<file path="config.mk">
export PLATFORM = sky130hd
export DESIGN_NAME = tns_pipe_encoder
export DESIGN_NICKNAME = d
export VERILOG_FILES = /design/src/rtl/tns_pkg.sv /design/src/rtl/tns_group_stage.sv /design/src/rtl/tns_pipe_encoder.sv
export SDC_FILE = /design/constraint.sdc
export NUM_CORES = 1
export LEC_CHECK = 0
export CAP_MARGIN = 20
export CORE_MARGIN = 2
export CORE_UTILIZATION = 55
export CTS_BUF_LIST = sky130_fd_sc_hd__clkbuf_2 sky130_fd_sc_hd__clkbuf_4 sky130_fd_sc_hd__clkbuf_8
export DETAILED_ROUTE_END_ITERATION = 12
export HOLD_SLACK_MARGIN = 0.12
export PLACE_DENSITY = 0.73
export SYNTH_ARGS = -nofsm -noshare
export SYNTH_HDL_FRONTEND = slang
export SYNTH_SLANG_ARGS = --single-unit
</file>
<file path="constraint.sdc">
create_clock -name clock -period 8.3 [get_ports clock]
set_input_delay 1.66 -clock clock [delete_from_list [all_inputs] [get_ports clock]]
set_output_delay 1.66 -clock clock [all_outputs]
set_load 0.02 [all_outputs]
</file>
<file path="src/rtl/tns_pkg.sv">
`default_nettype none
//==============================================================================
// Module      : tns_pkg
// Description : TNS group weight tables and width/range helper functions.
// Revision    : 1.0 - initial release
//==============================================================================
package tns_pkg;

    localparam int TNS_GW     = 3;
    localparam int TNS_GROUPS = 16;

    // Weights of group g are 3L, 2L, L with L = 7^g, i.e. the value range of all lower groups.
    localparam logic [63:0] TNS_C [TNS_GROUPS] = '{
        64'd1,            64'd7,             64'd49,             64'd343,
        64'd2401,         64'd16807,         64'd117649,         64'd823543,
        64'd5764801,      64'd40353607,      64'd282475249,      64'd1977326743,
        64'd13841287201,  64'd96889010407,   64'd678223072849,   64'd4747561509943
    };

    localparam logic [63:0] TNS_B [TNS_GROUPS] = '{
        64'd2,            64'd14,            64'd98,             64'd686,
        64'd4802,         64'd33614,         64'd235298,         64'd1647086,
        64'd11529602,     64'd80707214,      64'd564950498,      64'd3954653486,
        64'd27682574402,  64'd193778020814,  64'd1356446145698,  64'd9495123019886
    };

    localparam logic [63:0] TNS_A [TNS_GROUPS] = '{
        64'd3,            64'd21,            64'd147,            64'd1029,
        64'd7203,         64'd50421,         64'd352947,         64'd2470629,
        64'd17294403,     64'd121060821,     64'd847425747,      64'd5931980229,
        64'd41523861603,  64'd290667031221,  64'd2034669218547,  64'd14242684529829
    };

    // Number of encodable values with n groups: one more than the sum of all their weights.
    function automatic logic [63:0] TNS_MAX(input int n);
        logic [63:0] m;
        m = 64'd1;
        for (int i = 0; i < n && i < TNS_GROUPS; i++) begin
            m = m + TNS_A[i] + TNS_B[i] + TNS_C[i];
        end
        return m;
    endfunction

    function automatic int TNS_BLEN(input int n);
        logic [63:0] m;
        int          b;
        m = TNS_MAX(n) - 64'd1;
        b = 1;
        for (int i = 0; i < 64; i++) begin
            if (m[i]) b = i + 1;
        end
        return b;
    endfunction

endpackage : tns_pkg
`default_nettype wire

</file>
<file path="src/rtl/tns_group_stage.sv">
`default_nettype none
//==============================================================================
// Module      : tns_group_stage
// Description : One pipeline stage: registers a word, encodes its TNS group.
// Revision    : 1.0 - initial release
//==============================================================================
module tns_group_stage
    import tns_pkg::*;
#(
    parameter int   G_IDX     = 0,
    parameter int   GROUPS    = 4,
    parameter int   DIN_W     = 12,
    parameter logic HIST_INIT = 1'b0
) (
    input  logic                     clock,
    input  logic                     rst_n,
    input  logic                     hist_clr,
    input  logic                     up_valid,
    input  logic [DIN_W-1:0]         up_rem,
    input  logic [TNS_GW*GROUPS-1:0] up_code,
    input  logic                     up_err,
    output logic                     up_ready,
    input  logic                     dn_ready,
    output logic                     dn_valid,
    output logic [DIN_W-1:0]         dn_rem,
    output logic [TNS_GW*GROUPS-1:0] dn_code,
    output logic                     dn_err
);

    localparam logic [DIN_W:0] WA  = (DIN_W+1)'(TNS_A[G_IDX]);
    localparam logic [DIN_W:0] WB  = (DIN_W+1)'(TNS_B[G_IDX]);
    localparam logic [DIN_W:0] WC  = (DIN_W+1)'(TNS_C[G_IDX]);
    localparam logic [DIN_W:0] WAC = WA + WC;

    logic                     valid;
    logic                     err;
    logic                     hist;
    logic [DIN_W-1:0]         rem;
    logic [TNS_GW*GROUPS-1:0] code;

    logic                     bit_a;
    logic                     bit_b;
    logic                     bit_c;
    logic [DIN_W:0]           r0;
    logic [DIN_W:0]           r1;
    logic [DIN_W:0]           r2;
    logic                     adv;

    assign adv      = valid && dn_ready;
    assign up_ready = !valid || dn_ready;
    assign dn_valid = valid;
    assign dn_err   = err;

    // Inside [A, A+C) both choices of bit A decode to the same value; history picks one.
    always_comb begin
        r0 = {1'b0, rem};
        if (r0 >= WAC) begin
            bit_a = 1'b1;
        end else if (r0 < WA) begin
            bit_a = 1'b0;
        end else begin
            bit_a = hist;
        end
        r1     = bit_a ? (r0 - WA) : r0;
        bit_b  = (r1 >= WB);
        r2     = bit_b ? (r1 - WB) : r1;
        bit_c  = (r2 >= WC);
        dn_rem = bit_c ? DIN_W'(r2 - WC) : DIN_W'(r2);
    end

    always_comb begin
        dn_code = code;
        dn_code[TNS_GW*G_IDX +: TNS_GW] = {bit_a, bit_b, bit_c};
        if (err) begin
            dn_code = '0;
        end
    end

    always_ff @(posedge clock or negedge rst_n) begin
        if (!rst_n) begin
            valid <= 1'b0;
            rem   <= '0;
            code  <= '0;
            err   <= 1'b0;
            hist  <= HIST_INIT;
        end else begin
            if (up_ready) begin
                valid <= up_valid;
                if (up_valid) begin
                    rem  <= up_rem;
                    code <= up_code;
                    err  <= up_err;
                end
            end
            if (hist_clr) begin
                hist <= HIST_INIT;
            end else if (adv && !err) begin
                hist <= bit_a;
            end
        end
    end

endmodule : tns_group_stage
`default_nettype wire

</file>
<file path="src/rtl/tns_pipe_encoder.sv">
`default_nettype none
//==============================================================================
// Module      : tns_pipe_encoder
// Description : Pipelined GROUPS x 3-bit TNS encoder, valid/ready on both sides.
//               Define TNS_RANGE_CHK_EN to add the out_err range-check port.
// Revision    : 1.0 - initial release
//==============================================================================
module tns_pipe_encoder
    import tns_pkg::*;
#(
    parameter int   GROUPS    = 4,
    parameter int   DIN_W     = tns_pkg::TNS_BLEN(GROUPS),
    parameter logic HIST_INIT = 1'b0
) (
    input  logic                     clock,
    input  logic                     rst_n,
    input  logic                     hist_clr,
    input  logic                     in_valid,
    output logic                     in_ready,
    input  logic [DIN_W-1:0]         in_data,
    output logic                     out_valid,
    input  logic                     out_ready,
`ifdef TNS_RANGE_CHK_EN
    output logic                     out_err,
`endif
    output logic [TNS_GW*GROUPS-1:0] out_code
);

    localparam int CW = TNS_GW * GROUPS;

    // Index GROUPS is the input side, index 0 the output side.
    logic             v_c    [GROUPS+1];
    logic             rdy_c  [GROUPS+1];
    logic [DIN_W-1:0] rem_c  [GROUPS+1];
    logic [CW-1:0]    code_c [GROUPS+1];
    logic             err_c  [GROUPS+1];

    assign v_c[GROUPS]    = in_valid;
    assign rem_c[GROUPS]  = in_data;
    assign code_c[GROUPS] = '0;
    assign rdy_c[0]       = out_ready;
    assign in_ready       = rdy_c[GROUPS];
    assign out_valid      = v_c[0];
    assign out_code       = code_c[0];

`ifdef TNS_RANGE_CHK_EN
    assign err_c[GROUPS]  = (64'(in_data) >= TNS_MAX(GROUPS));
    assign out_err        = err_c[0];
`else
    assign err_c[GROUPS]  = 1'b0;
`endif

    for (genvar g = 0; g < GROUPS; g++) begin : g_stage
        tns_group_stage #(
            .G_IDX     (g),
            .GROUPS    (GROUPS),
            .DIN_W     (DIN_W),
            .HIST_INIT (HIST_INIT)
        ) u_stage (
            .clock    (clock),
            .rst_n    (rst_n),
            .hist_clr (hist_clr),
            .up_valid (v_c[g+1]),
            .up_rem   (rem_c[g+1]),
            .up_code  (code_c[g+1]),
            .up_err   (err_c[g+1]),
            .up_ready (rdy_c[g+1]),
            .dn_ready (rdy_c[g]),
            .dn_valid (v_c[g]),
            .dn_rem   (rem_c[g]),
            .dn_code  (code_c[g]),
            .dn_err   (err_c[g])
        );
    end

endmodule : tns_pipe_encoder
`default_nettype wire

</file>
; ---- Yosys cells after proc, flatten, opt, wreduce, memory -nomap -nowiden
; Index checks and enable logic that the tools add are counted.
[word_totals]
register_bits = 74
latch_bits = 0
mem_bits_rw = 0
romBits = 0
input_bits = 17
output_inout_bits = 14
wordCells = 89
mem_count = 0
[classes]
n_addsub = 11
multipliers = 0
div_mod_pow = 0
order_cmp = 16
n_eq_ne = 0
shift = 0
muxes = 27
bitwise_logic = 0
n_reduce_logical = 20
[op_table]
columns = operator, n
row1 = $mux W13, 8
row2 = $mux W12, 3
row3 = $mux W1, 16
row4 = $ge A13 B1 Y1 const B, 1
row5 = $ge A13 B10 Y1 const B, 1
row6 = $ge A13 B2 Y1 const B, 1
row7 = $ge A13 B3 Y1 const B, 1
row8 = $ge A13 B4 Y1 const B, 1
row9 = $ge A13 B6 Y1 const B, 1
row10 = $ge A13 B7 Y1 const B, 1
row11 = $ge A13 B9 Y1 const B, 1
row12 = $sub A12 B11 Y13 const B, 1
row13 = $sub A12 B2 Y13 const B, 1
row14 = $sub A12 B5 Y13 const B, 1
row15 = $sub A12 B8 Y13 const B, 1
row16 = $sub A13 B10 Y13 const B, 1
row17 = $sub A13 B2 Y13 const B, 1
row18 = $sub A13 B4 Y13 const B, 1
row19 = $sub A13 B7 Y13 const B, 1
row20 = $ge A12 B11 Y1 const B, 1
row21 = $ge A12 B3 Y1 const B, 1
row22 = $ge A12 B5 Y1 const B, 1
row23 = $ge A12 B8 Y1 const B, 1
row24 = $lt A12 B11 Y1 const B, 1
row25 = other kinds (11), 26

; ---- Depth between registers and ports, before layout
; Gate-level depths: netlist (run 1).
[depth]
depth_word = 8
depth_mapped = 23
depth_no_buf = 20

; ---- Cells and area by module
; Synthesis (run 1) repeated with hierarchy kept, for this count alone.
[unflattened]
cells_unflattened = 1056
area_unflattened_um2 = 9411.5
[by_module_without_submodules]
columns = mod, n_inst, cells_per_inst, area_per_inst_um2, seq_area_each_um2
row1 = tns_group_stage at g_stage[3].u_stage, 1, 313, 2728.9, 600.6
row2 = tns_group_stage at g_stage[1].u_stage, 1, 249, 2277.2, 600.6
row3 = tns_group_stage at g_stage[0].u_stage, 1, 262, 2262.2, 600.6
row4 = tns_group_stage at g_stage[2].u_stage, 1, 231, 2139.6, 600.6
row5 = tns_pipe_encoder, 1, 1, 3.8, 0.0

; ---- Worst setup path before layout (run 1)
; Ideal clock, no wire load.
[synth_path]
path_type = reg2out
from = reg g_stage[0].u_stage.rem[5]
to = out out_code[0]
t_arrival_ps = 3447
required_ps = 6640
path_slack_ps = 3193
stages_incl_launch_ff = 16
n_path_buf = 3
cell_sequence = dfrtp_1 clkbuf_1 or3_1 clkbuf_1 nor3_1 and2_1 nand2_1 a21boi_0 ha_1 nor3b_1 and3_1 or2_2 a211o_1 a221oi_1 o21ai_0 buf_4
[synth_lines]
columns = element, line_no
row1 = "start, declared", tns_group_stage.sv:38  ; logic [DIN_W-1:0] rem;
row2 = "start signal, assigned", tns_group_stage.sv:90  ; rem <= up_rem;
row3 = "end, declared", tns_pipe_encoder.sv:26  ; output logic [TNS_GW*GROUPS-1:0] out_code

; ---- Worst setup path in the final report (run 1)
[layout_path]
from = reg g_stage[0].u_stage.rem[5]
to = out out_code[0]
[layout_between]
elab_chain_cells = 7
elab_cells_between_ends = 10
cone_classes = 2 x add/sub / 4 x order compare / 4 x mux
[layout_rtl]
columns = element, line_no
row1 = $lt A12 B2 Y1, tns_group_stage.sv:59  ; end else if (r0 < WA) begin
row2 = $mux W1, tns_group_stage.sv:59
row3 = $mux W1, tns_group_stage.sv:57  ; if (r0 >= WAC) begin
row4 = $mux W13 (*), tns_group_stage.sv:64  ; r1 = bit_a ? (r0 - WA) : r0;
row5 = $sub A13 B2 Y13 / $ge A13 B2 Y1 (equally long branches), "tns_group_stage.sv:66, tns_group_stage.sv:65"
row6 = $mux W13 (*), tns_group_stage.sv:66  ; r2 = bit_b ? (r1 - WB) : r1;
row7 = $ge A13 B1 Y1 (*), tns_group_stage.sv:67  ; bit_c = (r2 >= WC);
; Every way passes the cells marked *; elsewhere a longest branch is shown, timed or not.

==> results.md, run 1 <==
Synth:
- For this run, the number of Yosys warnings is 0.
- Summed over all instances, the cell type with the most area after synthesis is sky130_fd_sc_hd__dfrtp_1.
- Summed over its instances, the top area cell type makes up 24.2% of the synthesized netlist area.
- By count the netlist is led by sky130_fd_sc_hd__nand2_1, sky130_fd_sc_hd__nor2_1, sky130_fd_sc_hd__dfrtp_1, sky130_fd_sc_hd__o21ai_0, sky130_fd_sc_hd__a21oi_1.
- Sequential cells were found to cover 24.2% of the synthesized design area.
- After Yosys synthesis, XOR and XNOR cells account for 6.95% of the synthesized area.
- Of all flip-flops after synthesis, the portion carrying an async set or reset was 100%.
- After synthesis, the largest family of logic cells by area is simple AND/OR/NAND/NOR gates.
- Among all flip-flop cells after synthesis, the most frequent one is sky130_fd_sc_hd__dfrtp_1.
- Sorting the synthesized cells by area gives the leading types as sky130_fd_sc_hd__dfrtp_1, sky130_fd_sc_hd__nand2_1, sky130_fd_sc_hd__xnor2_1.
- The most instantiated library cell after synthesis is sky130_fd_sc_hd__nand2_1.
- In this run, synthesis inferred 0 flip-flops with an integrated enable.
- After synthesis, the netlist uses 101 different library cells.
- In the synthesized netlist, the number of instances is 987.
- The number of nets in the synthesized netlist is 1018.
- The adder-cell share of the synthesized area is 2.29%.
- The synthesized design contains 74 register bits.
- The complex-gate fraction of the synthesized area is 28.0%.
- The average cell area after synthesis is 7.75 um^2.
- The multiplexer fraction of the synthesized cell area is 4.61%.
- The simple logic cell fraction of the synthesized area is 28.2%.
- After synthesis the cells add up to 7650 um^2.

Flow run:
- The tool flagged a number of max-cap violations equal to 0.

Critical path:
- The critical path launch point is g_stage[0].u_stage.rem[5]$_DFFE_PN0P_.
- Counting both buffers and inverters, the worst setup path holds a total of 1.
- In this run the worst path has a maximum fanout of 8.
- The worst setup path is launched from a flop.
- Among cell families on the critical path, the largest total delay comes from simple AND/OR/NAND/NOR gates.
- STA puts the critical path data arrival time at 4.51 ns.
- The critical path goes through or3_1 -> nor3_1 -> and2_1 -> nand2_1 -> a21boi_0 -> ha_1 -> nor3b_1 -> and3_1 -> or2_2 -> a211o_1 -> a221oi_1 -> o21ai_0 -> clkdlybuf4s50_1.
- The kind of critical path is flop to output pin.
- The endpoint kind of the worst setup timing path is an output pin.
- The start of the worst register-to-register path is g_stage[2].u_stage.rem[3]$_DFFE_PN0P_.
- The cell with the biggest individual delay on the critical path is sky130_fd_sc_hd__clkdlybuf4s50_1.
- The largest stage delay on the critical path is 0.55 ns.
- Data on the critical path is required at its endpoint by 6.64 ns.

Routing:
- Dividing the detail-routed via count by the number of cells gives 6.33.
- Summing over every cut layer, the via total after detailed routing is 7265.
- The detailed router finished its first iteration with 637 violations.
- In the routed design, unresolved DRC markers number 0.
- In the final routed layout, each cell accounts on average for 16.7 um.
- The first-pass iteration count of the detailed router is 5.
- The final layout contains routed wiring with a total length of 19200 um.
- In this run the remaining antenna-violating nets after routing total 0.

Timing:
- Headroom to the max-slew limit came out at 36.2%.
- The slew at the pin with the worst max-slew slack is 0.957 ns.
- The fraction of the cycle the final worst path needs is 74.3%.
- Adding up every negative setup slack in the final design gives 0 ns.
- Setup repair after global routing left no endpoint under its margin.
- The worst clock skew is 0.0138 ns.
- Setup violations remaining at the end of the flow were counted as 0.
- The number of max-slew violations in the final report is 0.
- Hold timing on the final database bottoms out at a slack of 0.459 ns.
- The number of endpoints with negative hold slack in the final report is 0.
- The highest attainable clock frequency is 162 MHz.
- The routed design could run at a clock period as short as 6.17 ns.

Placement:
- The final weighted congestion in routability-driven placement is 0.936.
- Buffers placed on the I/O ports in this run total 30.
- The total half-perimeter wirelength after legalization and detailed placement is 14400 um.
- The number of cells in the design after placement is 1132.

Floorplan:
- Once the floorplan was initialized, standard cells occupied 55.8% of the core.
- 31 I/O pins were placed.
- The floorplan step defined a die boundary enclosing 14900 um^2.
- Measured along the x axis, the die boundary spans 122 um.
- The height of the die is 122 um.
- The core region is 13700 um^2.
- After floorplanning, the core was divided into 43 placement rows.

Clock tree:
- The number of hold-repair buffers added at the cts stage is 0.
- The total setup buffers inserted after CTS is 0.
- For the worst-skew pair, the clock arrives at the later sink with an insertion delay of 0.39 ns.
- Buffers inserted during clock tree synthesis total 9.
- The longest clock path from root to sink contains 2 buffers.
- The clock net sink count is 74.
- The number of instances resized during post-cts repair is 0.
- The TritonCTS clock tree is built.
- The cell chosen for the clock root is sky130_fd_sc_hd__clkbuf_8.
- The clock transition at the registers of the reported paths is 0.09 ns.
- The clock tree synthesis step divided the H-tree into 3 levels.

GRT:
- Global routing consumed, over all layers together, 26.5% of the routing resources.
- The number of antenna violations at the first check in global routing is 0.
- The total grt overflow is 0.
- The wire length of the first global-routing pass is 31800 um.
- The pin count of the biggest net entering global routing is 75.
- The via count of the first global-routing pass was 6415.

Layout:
- The utilization after layout is 58.7%.
- Of the cells placed in the final design, the portion with a size suffix greater than 1 is 8.78%.
- The final layout contains 994 nets.
- The area growth from synthesis to final layout is 5.33%.
- Leaving out filler cells and counting taps, the final layout contains 1148.
- The number of antenna cells inserted is 0.

Hold path:
- In this run the most critical hold path is launched from g_stage[1].u_stage.code[6]$_DFFE_PN0P_.
- The type of the tightest min-delay check is flop to flop.

Run status:
- The run finished with clean final reports.
-- worst paths after layout --
path,to,slack (ns),depth (start not counted)
max in group asynchronous,g_stage[2].u_stage.hist$_DFFE_PN0P_,6.26,1
worst min-delay path,g_stage[0].u_stage.code[6]$_DFFE_PN0P_,0.46,2
worst max register to register,g_stage[1].u_stage.rem[3]$_DFFE_PN0P_,2.53,17
min in group asynchronous,g_stage[1].u_stage.rem[11]$_DFFE_PN0P_,1.38,1
worst max-delay path,out_code[0],2.13,13
worst min register to register,g_stage[0].u_stage.code[6]$_DFFE_PN0P_,0.46,2
-- flip-flops by register name (all words and copies together) (netlist names) --
register / count
g_stage.u_stage.dn_valid: 4
g_stage.u_stage.rem: 48
g_stage.u_stage.hist: 4
g_stage.u_stage.code: 18
-- layout make-up --
cell class	instances	area, um^2
inverter	24	90.1
tap	180	225
clock inverter	7	83.8
clock buffer	9	124
multi-input combinational	821	5360
sequential	74	1850
fill	1281	5660
timing repair buffer	33	320
-- layer usage --
| metal | vias to the layer above | share of wire (%) | GRT usage (%) |
|---|---|---|---|
| met5 | - | 0 | 0 |
| met4 | 0 | 2.4 | 8.69 |
| met3 | 35 | 4.8 | 4.68 |
| met2 | 233 | 47 | 41.2 |
| met1 | 3386 | 46 | 37.4 |
| li1 | 3611 | - | - |
-- cell usage in the layout (no fill, tap or decap), types with 11 or more instances in the layout --
cell type,instances
sky130_fd_sc_hd__nand2b_1,18
sky130_fd_sc_hd__inv_1,24
sky130_fd_sc_hd__o31ai_1,11
sky130_fd_sc_hd__nor4_1,12
sky130_fd_sc_hd__xor2_1,16
sky130_fd_sc_hd__a21oi_1,51
sky130_fd_sc_hd__a31oi_1,17
sky130_fd_sc_hd__or3_1,20
sky130_fd_sc_hd__nor3_1,28
sky130_fd_sc_hd__nor2_1,77
sky130_fd_sc_hd__dfrtp_1,74
sky130_fd_sc_hd__a211oi_1,12
sky130_fd_sc_hd__clkdlybuf4s50_1,29
sky130_fd_sc_hd__o21ai_0,58
sky130_fd_sc_hd__and2_1,12
sky130_fd_sc_hd__nand3_1,31
sky130_fd_sc_hd__mux2i_1,15
sky130_fd_sc_hd__xnor2_1,42
sky130_fd_sc_hd__nand2_1,131
sky130_fd_sc_hd__mux2_2,18
sky130_fd_sc_hd__ha_1,14
sky130_fd_sc_hd__o21a_1,15
-- cells by family (layout without fill, tap and decap cells) --
group                      after synthesis  in the layout
DFF                                     74             74
muxes                                   33             33
AOI/OAI and AO/OA                      298            298
buffers and inverters                   92             73
and+or+nand+nor                        417            417
xor gates and xnor gates                59             59
adders and majority gates               14             14
-- worst register-to-register path: stages (launching register included) --
cell	delay (ns)
sky130_fd_sc_hd__dfrtp_1	0.56
sky130_fd_sc_hd__a211o_1	0.44
sky130_fd_sc_hd__a21o_1	0.30
sky130_fd_sc_hd__nor2_1	0.66
sky130_fd_sc_hd__nor2_1	0.12
sky130_fd_sc_hd__xnor2_1	0.22
sky130_fd_sc_hd__ha_1	0.30
sky130_fd_sc_hd__and4_1	0.21
sky130_fd_sc_hd__a32oi_1	0.12
sky130_fd_sc_hd__nand2b_1	0.28
sky130_fd_sc_hd__nand4_1	0.54
sky130_fd_sc_hd__xor2_1	0.36
sky130_fd_sc_hd__ha_1	0.25
sky130_fd_sc_hd__a31oi_1	0.19
sky130_fd_sc_hd__nand3_1	0.40
sky130_fd_sc_hd__and4_1	0.36
sky130_fd_sc_hd__a311oi_1	0.24
sky130_fd_sc_hd__o211ai_1	0.12
-- per-stage QoR --
| stage | worst slack (ns) | area, um^2 |
|---|---|---|
| finish | 2.13 | 8060 |
| floorplan | 3.19 | 7650 |
| global route | 1.87 | 8060 |
| global placement | 2.71 | 7850 |
| CTS | 2.14 | 8060 |
| detailed placement | 2.60 | 7850 |
Power of run 1 is left out: the tool's default activity adds up to more than one toggle a clock period on the data nets, which glitch-free logic cannot reach.
==> inputs of run 2 (changes only) <==
clock period = 5.9 ns   (was 8.3 ns; I/O delays follow)
==> run 2 against run 1 <==
  * Critical path depth stayed put
  * Worst setup slack worse by 1.8 ns
  * Register-to-register slack got worse by 2.1 ns
  * Clock skew grew 0.0033 ns
  * Final cell count rose by 0.44%
  * Routed wire length fell by 2.3%
==> results.md, run 2 (synthesis results as in run 1) <==
Layout:
- The filler cell count in the final layout is 1313 (+2.5%).
- The area taken by flip-flops and latches is 1850 um^2 (unchanged).
- The number of antenna cells inserted came to 0 (unchanged).
- The number of flip-flops in the largest register is 48 (unchanged).
- The net total in the final layout came to 999 (+0.50%).
- The library cell used most frequently in the layout, excluding fill and tap cells, is sky130_fd_sc_hd__nand2_1.
- In the layout the commonest cells are sky130_fd_sc_hd__nand2_1, sky130_fd_sc_hd__nor2_1, sky130_fd_sc_hd__dfrtp_1.
- The utilization after layout is 59.4% (+0.65 points).
- The summed area of non-filler cells in the final layout is 8150 um^2 (+1.1%).
- The combined area of the multi-input logic cells came to 5370 um^2 (+0.21%).
- The ratio of cells with drive above 1 in the final layout is 9.46% (+0.67 points).
- The number of standard cells in the final layout excluding fillers came to 1153 (+0.44%).
- Compared with the post-synthesis result, the final layout area differs by 6.49%.
- In the final layout, the registers with the most flip-flops are g_stage.u_stage.rem: 48 flops, g_stage.u_stage.code: 18 flops.
- The largest register by flop count is g_stage.u_stage.rem.

GRT:
- The pin count of the biggest net entering global routing is 75 (unchanged).
- The via count of the first global-routing pass came to 6534 (+1.9%).
- The total global routing track utilization was 26.0% (-0.53 points).
- The number of antenna violations at the first check in global routing is 0 (unchanged).
- The total grt overflow is 0 (unchanged).
- The wire length of the first global-routing pass was 31600 um (-0.69%).

Critical path:
- The start of the worst register-to-register path is g_stage[1].u_stage.rem[6]$_DFFE_PN0P_.
- The largest fanout on the critical path is 8 (unchanged).
- STA classifies the critical path startpoint as a flop.
- The critical path required time is 4.72 ns (-1.92 ns).
- The count of cells along the worst register-to-register path is 17 (unchanged).
- The reg-to-reg endpoint is g_stage[0].u_stage.rem[4]$_DFFE_PN0P_.
- The critical path data arrival time was 4.37 ns (-0.14 ns).
- The register-to-register setup slack is 0.46 ns (-2.07 ns).
- By startpoint and endpoint, the worst setup path is classified as flop to output pin.
- The endpoint kind of the worst setup timing path is an output pin.

Hold path:
- The instance count along the most critical hold path is 2 (unchanged).
- The min-delay analysis places its worst path in the category flop to flop.
- The startpoint identified for the worst hold timing path is g_stage[2].u_stage.code[10]$_DFFE_PN0P_.
- For hold timing, the worst endpoint is g_stage[1].u_stage.code[10]$_DFFE_PN0P_.

Timing:
- The aggregate negative setup slack is 0 ns (unchanged).
- The number of setup violations in the final report is 0 (unchanged).
- The highest attainable clock frequency is 180 MHz.
- After layout, the minimum clock period comes to 5.55 ns.
- Of the available clock period, the critical path in the final layout requires 94.1%.
- The slew at the pin with the worst max-slew slack is 0.923 ns (-0.0346 ns).
- The worst clock skew is 0.0171 ns (+0.00330 ns).
- The number of endpoints with negative hold slack in the final report came to 0 (unchanged).
- The worst max-slew margin expressed relative to the limit is 38.5% (+2.3 points).
- The number of max-slew violations in the final report came to 0 (unchanged).
- Setup repair after global routing left no endpoint under its margin.

Floorplan:
- The area inside the core boundary was 13700 um^2 (unchanged).
- The row count was 43 (unchanged).
- The die area is 14900 um^2 (unchanged).
- The top-level port count was 31 (unchanged).
- The floorplan die width was 122 um (unchanged).
- The height of the die is 122 um (unchanged).
- The starting density of the core is 55.8% (unchanged).

Routing:
- The total via count in the routed design is 7252 (-0.18%).
- The via-per-instance ratio is 6.29 (-0.61%).
- The number of nets still failing antenna checks after routing is 0 (unchanged).
- The first-pass iteration count of the detailed router is 7 (+2).
- The total DRC errors in the routed layout was 0 (unchanged).
- The number of DRC markers after the initial detailed-route iteration is 635 (-0.31%).
- The final wirelength is 18700 um (-2.3%).
- The average routed wire per standard cell is 16.2 um (-2.7%).

Placement:
- The total half-perimeter wirelength after legalization and detailed placement is 14000 um (-2.3%).
- The port buffer count is 30 (unchanged).
- The placed instance area is 7890 um^2 (+0.48%).
- The number of cells in the design after placement is 1137 (+0.44%).
- The final weighted congestion in routability-driven placement is 0.938 (+0.17%).

Clock tree:
- The CTS buffer count is 9 (unchanged).
- The tree is rooted in a sky130_fd_sc_hd__clkbuf_8.
- The later-pin clock latency in the skew report is 0.37 ns (-0.02 ns).
- The maximum buffer depth of the clock tree is 2 (unchanged).
- TritonCTS built the clock tree.
- The number of hold-repair buffers added at the cts stage is 0 (unchanged).
- The clock transition at the registers of the reported paths is 0.09 ns (about the same).
- The total number of H-tree levels came to 3 (unchanged).
- The clock net sink count came to 74 (unchanged).

Flow run:
- The total of max-cap violations came to 0 (unchanged).

Run status:
- The run finished with clean final reports.
[run 2: cell count changes in the layout (fill, tap and decap cells not counted)]
| cell | delta |
|---|---|
| sky130_fd_sc_hd__bufinv_16 | +2 |
| sky130_fd_sc_hd__nor3_1 | -1 |
| sky130_fd_sc_hd__inv_8 | -1 |
| sky130_fd_sc_hd__nor4_2 | +1 |
| sky130_fd_sc_hd__buf_4 | +5 |
| sky130_fd_sc_hd__inv_6 | -1 |
| sky130_fd_sc_hd__nor3_2 | +1 |
| sky130_fd_sc_hd__nor4_1 | -1 |
[run 2: critical path, cell delays in order, from the launching register on]
cell,delay (ns)
sky130_fd_sc_hd__dfrtp_1,0.47
sky130_fd_sc_hd__or3_1,0.48
sky130_fd_sc_hd__nor3_2,0.30
sky130_fd_sc_hd__and2_1,0.27
sky130_fd_sc_hd__nand2_1,0.09
sky130_fd_sc_hd__a21boi_0,0.17
sky130_fd_sc_hd__ha_1,0.29
sky130_fd_sc_hd__nor3b_1,0.15
sky130_fd_sc_hd__and3_1,0.21
sky130_fd_sc_hd__or2_2,0.32
sky130_fd_sc_hd__a211o_1,0.29
sky130_fd_sc_hd__a221oi_1,0.29
sky130_fd_sc_hd__o21ai_0,0.12
sky130_fd_sc_hd__clkdlybuf4s50_1,0.54
[run 2: how the worst max path moves through the flow]
stage | to | slack, ns | depth (start not counted) | start
2_1_floorplan | g_stage[0].u_stage.rem[4]$_DFFE_PN0P_ | 0.95 | 18 | g_stage[1].u_stage.rem[6]$_DFFE_PN0P_
3_5_place_dp | g_stage[0].u_stage.rem[4]$_DFFE_PN0P_ | 0.48 | 16 | g_stage[1].u_stage.rem[6]$_DFFE_PN0P_
5_1_grt | out_code[0] | 0.01 | 13 | g_stage[0].u_stage.rem[5]$_DFFE_PN0P_
6_report | out_code[0] | 0.35 | 13 | g_stage[0].u_stage.rem[5]$_DFFE_PN0P_
4_1_cts | out_code[0] | 0.24 | 13 | g_stage[0].u_stage.rem[5]$_DFFE_PN0P_
3_3_place_gp | g_stage[0].u_stage.rem[4]$_DFFE_PN0P_ | 0.66 | 16 | g_stage[1].u_stage.rem[6]$_DFFE_PN0P_
[run 2: cell type report]
class,instances,share of cell area (%)
Timing Repair Buffer,38,4.39
Multi-Input combinational cell,821,66.0
Clock buffer,9,1.52
Inverter,24,1.11
Sequential cell,74,22.7
Clock inverter,7,1.52
Tap cell,180,2.76
[run 2: what timing repair did]
action | CTS | global route
resized for setup | 0 | 2
endpoints found under the setup margin | 0 | 2
setup buffers | 0 | 0
[run 2: per-layer routing]
| metal | track usage (%) | vias up | share of wire (%) |
|---|---|---|---|
| li1 | - | 3600 | - |
| met1 | 36.6 | 3454 | 48 |
| met2 | 41.4 | 173 | 46 |
| met3 | 3.84 | 25 | 4.4 |
| met4 | 7.61 | 0 | 1.7 |
| met5 | 0 | - | 0 |
[run 2: through the flow]
step	hold slack (ns)	setup WS [ns]
floorplan	0.439	0.949
global placement	0.449	0.660
detailed placement	0.456	0.477
CTS	0.472	0.245
global route	0.500	0.0137
finish	0.467	0.348
Power of run 2 is left out for the same reason.
